File: config.mk
export PLATFORM = sky130hd
export DESIGN_NAME = id_operand_stage
export DESIGN_NICKNAME = d
export VERILOG_FILES = /design/src/rtl/id_pkg.sv /design/src/rtl/id_fwd_mux.sv /design/src/rtl/id_operand_stage.sv
export SDC_FILE = /design/constraint.sdc
export NUM_CORES = 1
export LEC_CHECK = 0
export CORE_AREA = 5 5 157 159
export CTS_CLUSTER_SIZE = 25
export DETAILED_ROUTE_END_ITERATION = 12
export DIE_AREA = 0 0 162 164
export GPL_TIMING_DRIVEN = 1
export PLACE_DENSITY = 0.74
export SYNTH_ARGS = -nofsm -noshare
export SYNTH_HDL_FRONTEND = slang
export SYNTH_SLANG_ARGS = --single-unit
File: constraint.sdc
create_clock -name clk -period 3.6 [get_ports clk]
set_clock_uncertainty 0.2 [all_clocks]
set_input_delay 0.72 -clock clk [delete_from_list [all_inputs] [get_ports clk]]
set_output_delay 0.72 -clock clk [all_outputs]
set_load 0.05 [all_outputs]
File: src/rtl/id_pkg.sv
// rtl/id_pkg.sv - shared widths, zero-register constant and flat-bus slicing helpers
package id_pkg;

    localparam int DATA_W_DEF    = 32;
    localparam int ADDR_W_DEF    = 5;
    localparam int ZERO_REG_ADDR = 0;

    function automatic int unsigned lsb(input int unsigned idx, input int unsigned w);
        return idx * w;
    endfunction

endpackage

File: src/rtl/id_fwd_mux.sv
// rtl/id_fwd_mux.sv - single-port priority forwarding selector with hazard flag
module id_fwd_mux
    import id_pkg::*;
#(
    parameter int NUM_FWD  = 3,
    parameter int DATA_W   = DATA_W_DEF,
    parameter int ADDR_W   = ADDR_W_DEF,
    parameter int ZERO_REG = 1
) (
    input  logic                      valid,
    input  logic                      rd_use,
    input  logic [ADDR_W-1:0]         addr,
    input  logic [DATA_W-1:0]         gpr_data,
    input  logic [NUM_FWD-1:0]        fwd_en,
    input  logic [NUM_FWD-1:0]        fwd_we_,
    input  logic [NUM_FWD*ADDR_W-1:0] fwd_dst,
    input  logic [NUM_FWD*DATA_W-1:0] fwd_data,
    input  logic [NUM_FWD-1:0]        fwd_pend,
    output logic [DATA_W-1:0]         opnd,
    output logic                      hazard
);

    logic              hit;
    logic              sel_pend;
    logic [DATA_W-1:0] sel_data;

    // Walk oldest to youngest so the youngest matching stage is the last (winning) assignment
    always_comb begin
        hit      = 1'b0;
        sel_pend = 1'b0;
        sel_data = gpr_data;
        for (int j = NUM_FWD - 1; j >= 0; j--) begin
            if (fwd_en[j] && !fwd_we_[j] &&
                fwd_dst[lsb(j, ADDR_W) +: ADDR_W] == addr) begin
                hit      = 1'b1;
                sel_pend = fwd_pend[j];
                sel_data = fwd_data[lsb(j, DATA_W) +: DATA_W];
            end
        end
        if (ZERO_REG != 0 && addr == ADDR_W'(ZERO_REG_ADDR)) begin
            hit      = 1'b0;
            sel_pend = 1'b0;
            sel_data = '0;
        end
        opnd   = sel_data;
        hazard = valid & rd_use & hit & sel_pend;
    end

endmodule

File: src/rtl/id_operand_stage.sv
// rtl/id_operand_stage.sv - decode operand resolution, hazard detect and ID/EX register
module id_operand_stage
    import id_pkg::*;
#(
    parameter int NUM_RD   = 2,
    parameter int NUM_FWD  = 3,
    parameter int DATA_W   = DATA_W_DEF,
    parameter int ADDR_W   = ADDR_W_DEF,
    parameter int CTRL_W   = 64,
    parameter int CNT_W    = 16,
    parameter int ZERO_REG = 1
) (
    input  logic                      clk,
    input  logic                      reset,
    input  logic                      in_valid,
    input  logic [CTRL_W-1:0]         in_ctrl,
    input  logic [NUM_RD*ADDR_W-1:0]  rd_addr,
    input  logic [NUM_RD-1:0]         rd_use,
    input  logic [NUM_RD*DATA_W-1:0]  gpr_rd_data,
    input  logic [NUM_FWD-1:0]        fwd_en,
    input  logic [NUM_FWD-1:0]        fwd_we_,
    input  logic [NUM_FWD*ADDR_W-1:0] fwd_dst,
    input  logic [NUM_FWD*DATA_W-1:0] fwd_data,
    input  logic [NUM_FWD-1:0]        fwd_pend,
    input  logic                      stall,
    input  logic                      flush,
    input  logic                      cnt_clr,
    output logic                      ld_hazard,
    output logic                      out_valid,
    output logic [CTRL_W-1:0]         out_ctrl,
    output logic [NUM_RD*DATA_W-1:0]  out_opnd,
    output logic [CNT_W-1:0]          hazard_cnt
);

    logic [NUM_RD*DATA_W-1:0] resolved;
    logic [NUM_RD-1:0]        port_hazard;

    for (genvar i = 0; i < NUM_RD; i++) begin : g_port
        id_fwd_mux #(
            .NUM_FWD (NUM_FWD),
            .DATA_W  (DATA_W),
            .ADDR_W  (ADDR_W),
            .ZERO_REG(ZERO_REG)
        ) u_mux (
            .valid   (in_valid),
            .rd_use  (rd_use[i]),
            .addr    (rd_addr[lsb(i, ADDR_W) +: ADDR_W]),
            .gpr_data(gpr_rd_data[lsb(i, DATA_W) +: DATA_W]),
            .fwd_en  (fwd_en),
            .fwd_we_ (fwd_we_),
            .fwd_dst (fwd_dst),
            .fwd_data(fwd_data),
            .fwd_pend(fwd_pend),
            .opnd    (resolved[lsb(i, DATA_W) +: DATA_W]),
            .hazard  (port_hazard[i])
        );
    end

    assign ld_hazard = |port_hazard;

    // ID/EX register: flush beats stall beats hazard bubble beats normal capture
    always_ff @(posedge clk or negedge reset) begin
        if (!reset) begin
            out_valid <= 1'b0;
            out_ctrl  <= '0;
            out_opnd  <= '0;
        end else if (flush) begin
            out_valid <= 1'b0;
            out_ctrl  <= '0;
        end else if (stall) begin
            out_valid <= out_valid;
        end else if (ld_hazard) begin
            out_valid <= 1'b0;
            out_ctrl  <= '0;
        end else begin
            out_valid <= in_valid;
            out_ctrl  <= in_ctrl;
            out_opnd  <= resolved;
        end
    end

    // Saturating count of bubbles actually inserted; clear has priority over counting
    always_ff @(posedge clk or negedge reset) begin
        if (!reset) begin
            hazard_cnt <= '0;
        end else if (cnt_clr) begin
            hazard_cnt <= '0;
        end else if (ld_hazard && !stall && !flush && hazard_cnt != '1) begin
            hazard_cnt <= hazard_cnt + CNT_W'(1);
        end
    end

endmodule

After elaboration in Yosys (flattened, before gate mapping)
Index checks and enable logic that the tools add are counted.
{"block": "op_classes", "add_sub_neg": 1, "multipliers": 0, "n_div": 0, "magnitude_cmp": 0, "n_eq_ne": 8, "n_shift": 0, "n_mux": 32, "n_bitwise": 9, "reduce_logical": 22}
{"operator": "2-to-1 mux 32 bit", "count": 8}
{"operator": "2-to-1 mux 64 bit", "count": 3}
{"operator": "2-to-1 mux 16 bit", "count": 2}
{"operator": "== test 5 bit", "count": 6}
{"operator": "2-to-1 mux 1 bit", "count": 19}
{"operator": "adder 16 x 1 -> 16 bit (second input constant)", "count": 1}
{"operator": "inequality test 16 bit (second input constant)", "count": 1}
{"operator": "logical AND 1 bit", "count": 12}
{"operator": "zero test 5 bit", "count": 2}
{"operator": "AND 1 bit", "count": 6}
{"operator": "zero test 1 bit", "count": 5}
{"operator": "NOT 1 bit", "count": 3}
{"operator": "AND reduction 3 bit", "count": 1}
{"operator": "inequality test 2 x 1 -> 1 bit (second input constant)", "count": 1}
{"operator": "nonzero test 2 bit", "count": 1}
{"operator": "OR reduction 2 bit", "count": 1}
{"block": "word_totals", "ff_bits": 145, "latch_bits": 0, "ramBits": 0, "mem_bits_ro": 0, "input_bits": 266, "output_inout_bits": 146, "word_cells": 76, "memories": 0}

Depth between registers and ports, before layout
Gate-level depths: netlist of run 1.
{"block": "depth", "depth_word": 15, "depth_mapped": 11}

Cells and area by module
From an unflattened synthesis of run 1, not the netlist that was laid out.
{"block": "hier_totals", "hier_cells": 747, "area_unflattened_um2": 8232.9}
{"module": "id_operand_stage", "n_inst": 1, "cells_per_inst": 385, "area_each_um2": 5630.4, "seq_area_each_um2": 3628.5}
{"module": "id_fwd_mux", "n_inst": 2, "cells_per_inst": 181, "area_each_um2": 1301.2, "seq_area_each_um2": 0.0}

Worst setup path after synthesis of run 1
OpenSTA, ideal clock, no wires.
{"block": "synth_path", "kind": "input port to output port", "startpoint": "input port fwd_we_[2]", "endpoint": "output port ld_hazard", "arrival_ns": 2.513, "t_required_ns": 2.680, "slack_ns": 0.167, "stages": 9, "path_buffers": 3, "path_cell_list": "and2b_1 nand2_1 or3_1 o221a_2 o22a_2 buf_6 buf_6 buf_6 inv_1"}
{"block": "synth_via", "elab_chain_cells": 10, "elab_cells_between_ends": 25, "classes_between": "mux (16); bitwise (4); reduce/logical (5)"}
{"element": "start, declared", "line": "id_operand_stage.sv:21", "source": "input logic [NUM_FWD-1:0] fwd_we_,"}
{"element": "zero test 1 bit (*)", "line": "id_fwd_mux.sv:33", "source": "if (fwd_en[j] && !fwd_we_[j] &&"}
{"element": "logical AND 1 bit (*)", "line": "id_fwd_mux.sv:33"}
{"element": "logical AND 1 bit", "line": "id_fwd_mux.sv:33"}
{"element": "2-to-1 mux 1 bit (3 in series)", "line": "id_fwd_mux.sv:33"}
{"element": "2-to-1 mux 1 bit", "line": "id_fwd_mux.sv:40", "source": "if (ZERO_REG != 0 && addr == ADDR_W'(ZERO_REG_ADDR)) begin"}
{"element": "AND 1 bit (2 in series)", "line": "id_fwd_mux.sv:46", "source": "hazard = valid & rd_use & hit & sel_pend;"}
{"element": "OR reduction 2 bit (*)", "line": "id_operand_stage.sv:59", "source": "assign ld_hazard = |port_hazard;"}
{"element": "end, declared", "line": "id_operand_stage.sv:28", "source": "output logic ld_hazard,"}
Every way passes the cells marked *; elsewhere a longest branch is shown, timed or not.

Final worst setup path of run 1
{"block": "layout_path", "startpoint": "input port fwd_dst[11]", "endpoint": "output port ld_hazard"}
{"block": "layout_via", "elab_chain_cells": 9, "elab_cells_between_ends": 25, "classes_between": "eq/ne (2); mux (16); bitwise (4); reduce/logical (3)"}
{"element": "start, declared", "line": "id_operand_stage.sv:22", "source": "input logic [NUM_FWD*ADDR_W-1:0] fwd_dst,"}
{"element": "== test 5 bit", "line": "id_fwd_mux.sv:34", "source": "fwd_dst[lsb(j, ADDR_W) +: ADDR_W] == addr) begin"}
{"element": "logical AND 1 bit", "line": "id_fwd_mux.sv:33"}
{"element": "2-to-1 mux 1 bit (3 in series)", "line": "id_fwd_mux.sv:33"}
{"element": "2-to-1 mux 1 bit", "line": "id_fwd_mux.sv:40"}
{"element": "AND 1 bit (2 in series)", "line": "id_fwd_mux.sv:46"}
{"element": "OR reduction 2 bit (*)", "line": "id_operand_stage.sv:59"}
Marked as above.

==> results of run 1 <==
[worst paths after layout]
| check | start | to | slack (ns) | cells after the start |
|---|---|---|---|---|
| hold / removal | reset | out_opnd[44] | 0.10 | 1 |
| max in group asynchronous | reset | out_opnd[61] | 2.22 | 2 |
| hold reg to reg | out_opnd[42] | out_opnd[42] | 0.29 | 1 |
| setup reg to reg | hazard_cnt[2] | hazard_cnt[9] | 1.07 | 6 |
| min in group clk | out_opnd[42] | out_opnd[42] | 0.29 | 1 |
| setup / recovery | fwd_dst[11] | ld_hazard | 0.06 | 8 |
[layout make-up]
| cell class | instances | area, um2 | area share [%] |
|---|---|---|---|
| clock inverters | 13 | 164 | 1.19 |
| diodes | 6 | 15.0 | 0.109 |
| clock buffers | 19 | 453 | 3.28 |
| repair buffers | 465 | 4680 | 33.9 |
| well taps | 290 | 363 | 2.63 |
| inverters | 2 | 7.51 | 0.0543 |
| flip-flops and latches | 145 | 3630 | 26.3 |
| multi-input cells | 665 | 4510 | 32.6 |
[registers in the layout, indices dropped and copies added, names as in the netlist]
register	flops
out_ctrl	64
hazard_cnt	16
out_opnd	64
out_valid	1
[logic make-up after synthesis]
kind of cell,Yosys count,synth area share [%]
muxes,68,8.06
adders and majority gates,1,0.147
and+or+nand+nor,281,18.5
DFF,145,42.7
AOI/OAI and AO/OA,285,22.9
buffers and inverters,90,4.54
xor gates and xnor gates,30,3.10
[placed cells by master (no fill, tap or decap), types with 6 or more instances in the layout]
master                            count
sky130_fd_sc_hd__buf_12              11
sky130_fd_sc_hd__buf_4               43
sky130_fd_sc_hd__dlymetal6s2s_1      11
sky130_fd_sc_hd__xor2_1               8
sky130_fd_sc_hd__nand2_1             77
sky130_fd_sc_hd__nand3_1              9
sky130_fd_sc_hd__a221oi_1            64
sky130_fd_sc_hd__o2bb2ai_1           64
sky130_fd_sc_hd__or3_1               11
sky130_fd_sc_hd__clkbuf_16           17
sky130_fd_sc_hd__a21oi_1            140
sky130_fd_sc_hd__nand4_1              6
sky130_fd_sc_hd__dfrtp_1            145
sky130_fd_sc_hd__and2_1              33
sky130_fd_sc_hd__clkdlybuf4s50_1    394
sky130_fd_sc_hd__o21ai_0              7
sky130_fd_sc_hd__nor2_1              41
sky130_fd_sc_hd__nand3b_1            66
sky130_fd_sc_hd__xnor2_1             21
sky130_fd_sc_hd__diode_2              6
sky130_fd_sc_hd__mux2i_1             65
[routing by layer]
layer,wire length [um],up-vias
met5,13,-
met4,1650,2
met3,3480,93
met2,17700,453
met1,14300,4409
li1,-,4155
[worst register-to-register path, stage by stage (launching register included)]
cell	delay [ns]
sky130_fd_sc_hd__dfrtp_1	0.46
sky130_fd_sc_hd__and4_1	0.28
sky130_fd_sc_hd__and3_1	0.23
sky130_fd_sc_hd__nand4_1	0.29
sky130_fd_sc_hd__or3b_2	0.51
sky130_fd_sc_hd__or3_1	0.31
sky130_fd_sc_hd__a21oi_1	0.15
[repair_timing]
| item | 4_1_cts | 5_1_grt |
|---|---|---|
| buffers inserted | 1 | 3 |
| resized for setup | 3 | 14 |
| setup endpoints to repair | 1 | 1 |
| pin swaps | 2 | 4 |
| hold buffers | 0 | 0 |
[per-stage QoR]
step / cells / setup WS, ns
finish: 1605 / 0.0567
global route: 1604 / -0.0125
CTS: 1596 / 0.00533
detailed placement: 1563 / -0.0312
global placement: 1563 / -0.00556
floorplan: 900 / 0.167
[power by group]
group,leakage [uW],switching [uW],total [uW],internal [uW]
registers,0.00188,83.3,1850,1770
clock network,0.000299,801,1890,1090
logic,0.00373,975,1690,716
total,0.00591,1860,5430,3570
==> impl_summary.md, run 1 <==
Outcome
The run finished with clean final reports.

Placement
Port buffering added 411 buffers. The detailed placer's ending HPWL is 26700 um. Summing all placed instances gives a cell area of 0.0131 mm2. The global placer's final weighted congestion is 0.907.

Global route
The number of antenna violations at the first check in global routing was 6. The first global-routing pass estimated 55000 um of wire. The most utilized layer in the global route result is met2. The met1 capacity usage during global routing is 32.8%. The total routing resource utilization after global routing is 26.7%. After global routing the overflow that remains totals 0. Entering global routing, the biggest net connects 131 pins. The global routing usage on met2 is 42.6%. The met3 track demand over resource is 8.91%. The number of global-route vias before repair was 9170.

Setup path
The slowest stage of the critical path belongs to the cell sky130_fd_sc_hd__clkdlybuf4s50_1. The top cell family by delay on the critical path is buffers and inverters. STA classifies the critical path startpoint as a primary input. The worst endpoint required time is 2.68 ns. The endpoint arrival time on the critical path is 2.62 ns. The worst setup path is of the primary input to output port kind. The buffering stage count on the worst path with inverters included is 3. Walking the worst path, the cells encountered are clkdlybuf4s50_1 -> xnor2_1 -> nand3_1 -> or3_1 -> o221a_1 -> o22a_2 -> inv_2 -> buf_8. STA classifies the critical path endpoint as an output port. On the worst path, the slowest cell contributes a delay of 0.53 ns.

In this run the worst path has a maximum fanout of 3.

STA
Setup violations remaining at the end of the flow were counted as 0. The final hold violation count is 0. For the pin with the worst max-slew slack, the measured transition is 1.03 ns. The final-layout setup total negative slack is 0 ns.

After layout, the worst path uses 98.4% of the clock period. The worst slew slack as a fraction of its limit is 31.4%. The final critical-path required period is 3.54 ns.

The number of slew-limit violations in the final report came to 0. The peak clock frequency supported by timing is 282 MHz. The tightest hold path in the finished design has a slack of 0.102 ns.

Floorplanning
In this run the vertical extent of the chip is 164 um. The initial core utilization is 36.7%. The number of ports placed on the die boundary is 412. The floorplan step set the die width to 162 um.

The total core area is 0.0231 mm2. The area enclosed by the die boundary is 0.0266 mm2. After floorplanning, the core was divided into 56 placement rows.

Worst hold path
The type of the worst min-delay path is primary input to asynchronous set/reset pin.

Synth
Averaged over all synthesized cells, the footprint is 9.43 um2. Synthesis inferred 145 register bits. The count of distinct cell types in the synthesized netlist is 47.

The top flip-flop cell by instance count after synthesis is sky130_fd_sc_hd__dfrtp_1. After synthesis, the most frequently instantiated cells are sky130_fd_sc_hd__dfrtp_1, sky130_fd_sc_hd__a21oi_1, sky130_fd_sc_hd__nand2_1, sky130_fd_sc_hd__nand3b_1, sky130_fd_sc_hd__mux2i_1. sky130_fd_sc_hd__dfrtp_1 is the most common cell in the netlist. The cell count after synthesis came out at 900.

The portion of synthesized cell area occupied by the leading cell type is 42.7%. The largest total area in the synthesized netlist belongs to sky130_fd_sc_hd__dfrtp_1. For this run, the register share of the synthesized area comes to 42.7%. The synthesized netlist occupies a cell area of 0.00849 mm2. The proportion of register bits with asynchronous set or reset after synthesis is 100%.

The number of flops mapped to enable cells by yosys is 0. The total nets after synthesis is 1167. The Yosys step of the flow raised 0 warnings.

In the post-synthesis netlist, the biggest area contributors are sky130_fd_sc_hd__dfrtp_1, sky130_fd_sc_hd__a21oi_1, sky130_fd_sc_hd__mux2i_1, sky130_fd_sc_hd__a221oi_1, sky130_fd_sc_hd__o2bb2ai_1.

Clocking
The clock tree from TritonCTS is done. Clock latency on the worst-skew pair, taken at its later pin, is 0.43 ns. Counting every sink on the clock net gives 145. The master cell of the clock root buffer is sky130_fd_sc_hd__clkbuf_16. Clock-pin slew was measured on the worst setup and hold paths at 0.07 ns. The clock passes through at most 2 buffers. In this run the number of H-tree levels came out at 4.

TritonCTS created 17 clock buffers.

Cells and area
The core occupancy in the finished layout is 59.7%. The area growth from synthesis to layout is 62.8%. Cells with a size suffix above 1 make up 8.40% of the layout. Counting the fill cells in the layout gives 1991. The net total in the final layout is 1563. The final design area excluding fillers is 0.0138 mm2.

Pwr
VDD sags by at most 0.274 mV. Power spread over the standard cell area amounts to 393 mW/mm2. After layout, the design draws a total of 5430 uW.

The leakage power of the design is 0.00591 uW.

Drt
The first routing iteration left 747 violations. After detailed routing, the average wire length per cell comes to 23.1 um. Summed over all layers, the routed wires come to 37100 um.

The DRC violation count after routing is 0. After detailed routing, the number of vias per cell comes to 5.68. The routed layout has 9112 vias. The detailed-routing iteration count for the pre-antenna-repair pass is 7. In this run the remaining antenna-violating nets after routing total 0.

Flow run
Max-cap violations in this run came to 0.
(Power assumes the default switching activity.)
==> inputs of run 2 (changes only) <==
Settings changed: CTS_CLUSTER_SIZE 25 to 14.
==> results of run 2 <==
The final DEF is identical to that of run 1; final timing and power are the same.
